## src/rtl/mips_pkg.sv

```systemverilog
// mips_pkg: shared widths and helpers for the writeback stage register file.
`default_nettype none

package mips_pkg;

  localparam int DATA_W     = 16;
  localparam int REG_ADDR_W = 3;
  localparam int NUM_REGS   = 8;

  typedef logic [DATA_W-1:0]     data_t;
  typedef logic [REG_ADDR_W-1:0] reg_addr_t;

  localparam reg_addr_t REG_ZERO = 3'd0;

  // Increment that sticks at all-ones instead of wrapping.
  function automatic data_t sat_inc(input data_t v);
    return (v == {DATA_W{1'b1}}) ? v : v + data_t'(1);
  endfunction

endpackage

`default_nettype wire

```

## src/rtl/wb_select.sv

```systemverilog
// wb_select: writeback data mux and commit decode for the MEM/WB stage.
`default_nettype none

module wb_select
  import mips_pkg::*;
(
  input  logic      rst_n,
  input  logic      en,
  input  logic      reg_write,
  input  logic      mem_to_reg,
  input  reg_addr_t write_reg,
  input  data_t     mem_data,
  input  data_t     alu_result,
  output data_t     write_data,
  output logic      commit
);

  assign write_data = mem_to_reg ? mem_data : alu_result;
  // r0 is hardwired, so a write aimed at it never commits.
  assign commit     = en & reg_write & (write_reg != REG_ZERO) & rst_n;

endmodule

`default_nettype wire

```

## src/rtl/wb_register_file.sv

```systemverilog
// wb_register_file: 8x16 register file with writeback commit and saturating write counter.
// Define WB_BYPASS_EN for write-through bypass on same-cycle reads of the committing index.
`default_nettype none

module wb_register_file
  import mips_pkg::*;
(
  input  logic              clk,
  input  logic              rst_n,
  input  logic              en,
  input  logic              regWrite_out_pipe_4,
  input  logic              memtoReg_out_pipe_4,
  input  logic [2:0]        write_reg_ex_out_pipe_4,
  input  logic [DATA_W-1:0] data_mem_read_data_out_pipe_4,
  input  logic [DATA_W-1:0] aluResult_out_pipe_4,
  input  logic [2:0]        read_reg_1,
  input  logic [2:0]        read_reg_2,
  output logic [DATA_W-1:0] read_data_1,
  output logic [DATA_W-1:0] read_data_2,
  output logic [DATA_W-1:0] wb_write_data,
  output logic              wb_commit,
  output logic [DATA_W-1:0] wb_count
);

  data_t regs [NUM_REGS];
  data_t count_r;

  wb_select u_wb_select (
    .rst_n      (rst_n),
    .en         (en),
    .reg_write  (regWrite_out_pipe_4),
    .mem_to_reg (memtoReg_out_pipe_4),
    .write_reg  (write_reg_ex_out_pipe_4),
    .mem_data   (data_mem_read_data_out_pipe_4),
    .alu_result (aluResult_out_pipe_4),
    .write_data (wb_write_data),
    .commit     (wb_commit)
  );

  // wb_commit already folds in en, rst_n and the r0 guard.
  always_ff @(posedge clk) begin
    if (!rst_n) begin
      for (int i = 0; i < NUM_REGS; i++) begin
        regs[i] <= '0;
      end
      count_r <= '0;
    end else if (wb_commit) begin
      regs[write_reg_ex_out_pipe_4] <= wb_write_data;
      count_r                       <= sat_inc(count_r);
    end
  end

  function automatic data_t read_port(input reg_addr_t idx);
    data_t v;
    v = (idx == REG_ZERO) ? '0 : regs[idx];
`ifdef WB_BYPASS_EN
    if (idx != REG_ZERO && wb_commit && idx == write_reg_ex_out_pipe_4) begin
      v = wb_write_data;
    end
`endif
    return v;
  endfunction

  always_comb begin
    read_data_1 = read_port(read_reg_1);
    read_data_2 = read_port(read_reg_2);
  end

  assign wb_count = count_r;

endmodule

`default_nettype wire

```

## config.mk

```make
export PLATFORM = sky130hd
export DESIGN_NAME = wb_register_file
export DESIGN_NICKNAME = d
export VERILOG_FILES = /design/src/rtl/mips_pkg.sv /design/src/rtl/wb_select.sv /design/src/rtl/wb_register_file.sv
export SDC_FILE = /design/constraint.sdc
export NUM_CORES = 1
export LEC_CHECK = 0
export ABC_CLOCK_PERIOD_IN_PS = 2500
export CORE_ASPECT_RATIO = 1.75
export CORE_MARGIN = 2
export CORE_UTILIZATION = 40
export CTS_CLUSTER_DIAMETER = 100
export DETAILED_ROUTE_END_ITERATION = 7
export GPL_ROUTABILITY_DRIVEN = 0
export SYNTH_ARGS = -nofsm -noshare
export SYNTH_HDL_FRONTEND = slang
export SYNTH_HIERARCHICAL = 1
export SYNTH_SLANG_ARGS = --single-unit
```

## constraint.sdc

```tcl
create_clock -name clk -period 2.5 [get_ports clk]
set_clock_uncertainty 0.1 [all_clocks]
set_input_delay 0.25 -clock clk [delete_from_list [all_inputs] [get_ports clk]]
set_output_delay 0.25 -clock clk [all_outputs]
set_load 0.01 [all_outputs]
```

==> flow_metrics.tcl <==
set metrics [dict create \
    fmax_mhz 421 \
    fp.dieH_um 180 \
    cts_num_sinks 128 \
    clk_latency_ps 430 \
    hp-class "reg -> reg" \
    critical_path.startpoint "regs[7][9]" \
    drt_iter0_markers 300 \
    relSlewSlack 0.606 \
    synth-compound-area-share 0.0847 \
    post-cts-setup-buffer-count 0 \
    rsz0062_at_grt "false" \
    num_vias 5205 \
    synth_edf_count 112 \
    drc_errors 0 \
    path_clk_slew_ps 60 \
    reg2reg_slack_ps 650 \
    regToRegEndpoint "wb_count[11]" \
    cts_tree "yes" \
    synthAdderAreaFrac 0.00178 \
    cts-root-buf "clkbuf_16" \
    ioPinCount 111 \
    power_w 0.00594 \
    p_per_area_nw_per_um2 634 \
    synthSimpleGateAreaFrac 0.166 \
    avgRoutedWirePerCell_um 21.7 \
    timing.max_cap.violations 0 \
    peakVddDrop_mv 0.453 \
    synth_top_family_by_area "multiplexers" \
    cp_slowest_stage_delay_ps 500 \
    drive_above_1_share 0.218 \
    netlist_area_um2 7040 \
    clockBufferDepth 2 \
    status "complete, no violations" \
    avgSynthCellArea_um2 12.5 \
    p_leak_nw 3.35 \
    worstSetupStartpointType "register" \
    antenna_found_initial 0 \
    io_buffers 110 \
    period_share 0.951 \
    grt_max_degree 35 \
    final_max_slew_viol_count 0 \
    ys_types 43 \
    ys_ff_latch 128 \
    layout_min_cycle_time_ps 2380 \
    die_w_um 104 \
    ant_nets 0 \
    synth_cells 563 \
    avgViaCountPerCell 5.58 \
    dieArea_um2 18700 \
    crit_chain "mux4_2 > nand2_1 > o21ai_0 > clkdlybuf4s50_1" \
    ff2ff_path_depth 4 \
    r2r_start "wb_count[2]" \
    core_area_um2 17400 \
    crit_path_end_kind "output pin" \
    antenna_cells 0 \
    synth_fp_nets 610 \
    syn_to_final_growth_pct 33.0 \
    synthMuxAreaShare 0.187 \
    critPathRequiredTime_ps 2150 \
    synth-main-ff-cell "edfxtp_1" \
    finalSetupViolCount 0 \
    start_util 0.405 \
    slowest_stage "clkdlybuf4s50_1" \
    drt_pre_antenna_iters 4 \
    wirelength_um 20200 \
    fin_util 0.539 \
    layout_common_cells "112 x and2_1, 112 x edfxtp_1, 105 x clkdlybuf4s50_1" \
    seq_area_frac_synth 0.523 \
    row_count 64 \
    final_net_count 735 \
    groute.usage.overall 0.225 \
    hold_violations 0 \
    dpl.hpwl_um 13400 \
    ys_async_sr_fraction 0 \
    synthXorXnorAreaFrac 0 \
    num-fill-cells 1506 \
    worstSetupPathType "reg -> out" \
    crit_fanout 2 \
    grt_pass1_vias 5555 \
    cts_inserted_buffers 17 \
    critPathCapture "read_data_2[9]" \
    cp_data_arrival_time_ps 2030 \
    grt_pass1_wl_um 31800 \
    gr-total-overflow 0 \
    htree_levels 4 \
    worstMarginPinSlew_ps 585 \
    yosysWarnings 6 \
]
worst min path at each step:
stage / cells after the start / slack (ps) / endpoint / from
2_1_floorplan: 2 / 400 / wb_count[1] / wb_count[1]
3_3_place_gp: 2 / 390 / wb_count[1] / wb_count[1]
3_5_place_dp: 2 / 400 / wb_count[1] / wb_count[1]
4_1_cts: 2 / 410 / wb_count[1] / wb_count[1]
5_1_grt: 2 / 440 / wb_count[1] / wb_count[1]
6_report: 2 / 400 / wb_count[1] / wb_count[1]
metrics by stage:
step           instances  area, um^2  TNS (ps)  hold WS, ps  setup WS, ps
6_report             932        9370         0          400           123
5_1_grt              932        9370         0          441          23.2
4_1_cts              932        9370         0          412          36.3
3_5_place_dp         898        8680      -741          401          -100
3_3_place_gp         898        8680      -433          388         -75.9
2_1_floorplan        563        7040     -9980          403          -167
final cells by class:
| class | instances | area, um^2 | share of cell area |
|---|---|---|---|
| Sequential cell | 128 | 3680 | 0.393 |
| Timing Repair Buffer | 147 | 1610 | 0.172 |
| Clock buffer | 19 | 443 | 0.0473 |
| Inverter | 16 | 60.1 | 0.00641 |
| Tap cell | 231 | 289 | 0.0308 |
| Multi-Input combinational cell | 378 | 3100 | 0.330 |
| Clock inverter | 13 | 186 | 0.0199 |
synthesized netlist by cell type (2+ instances only):
cell type | number | area share
and2_1 | 112 | 0.099
edfxtp_1 | 112 | 0.48
mux2_2 | 37 | 0.059
mux4_2 | 32 | 0.10
o21ai_0 | 28 | 0.020
nand2_1 | 27 | 0.014
a21oi_1 | 25 | 0.018
clkbuf_1 | 21 | 0.011
a22oi_1 | 16 | 0.017
dfxtp_1 | 16 | 0.045
inv_1 | 16 | 0.0085
a221oi_1 | 15 | 0.019
buf_2 | 14 | 0.0099
nor2_1 | 13 | 0.0069
mux2_4 | 10 | 0.021
nand4_1 | 10 | 0.0089
nand3_1 | 7 | 0.0050
nor3_1 | 7 | 0.0050
or3_1 | 5 | 0.0044
and4_1 | 4 | 0.0050
nand2b_1 | 4 | 0.0036
a31oi_1 | 3 | 0.0027
mux2i_1 | 3 | 0.0043
o31ai_1 | 3 | 0.0032
and3_1 | 2 | 0.0018
buf_4 | 2 | 0.0021
nor2b_1 | 2 | 0.0018
or4_1 | 2 | 0.0021
worst max-delay path, delay by kind of cell, from the launching register on:
kind                   cells  cell delay [ps]
buffers and inverters      1              500
muxes                      1              470
DFF                        1              370
and+or+nand+nor            1              140
AOI/OAI and AO/OA          1              120
state kept, by name (all words and copies together) (netlist names):
| name | cells |
|---|---|
| regs | 112 |
| wb_count | 16 |
cells by family (layout without fill, tap and decap cells):
group	after synthesis	count (layout)
AO/OA/AOI/OAI	95	95
adder cells (fa/ha/maj)	1	1
buffers and inverters	57	195
flip-flops	128	128
multiplexers	82	82
AND/OR/NAND/NOR	200	200
per-layer routing:
metal / GRT usage / wire length, um / vias up
met4: 0.0919 / 521 / 0
met2: 0.417 / 11200 / 189
met1: 0.252 / 7600 / 2593
met3: 0.0373 / 921 / 33
met5: 0 / 0 / -
li1: - / - / 2390
power by group:
part / switching (W) / internal [W]
Sequential: 0.0000518 / 0.00242
Clock: 0.000928 / 0.00169
Combinational: 0.000384 / 0.000460
what timing repair did:
action | CTS | global route
gates cloned | 2 | 0
hold buffers | 0 | 0
pin swaps | 0 | 0
gates resized for setup | 3 | 2
endpoints found under the setup margin | 19 | 7
(Power assumes the default switching activity.)
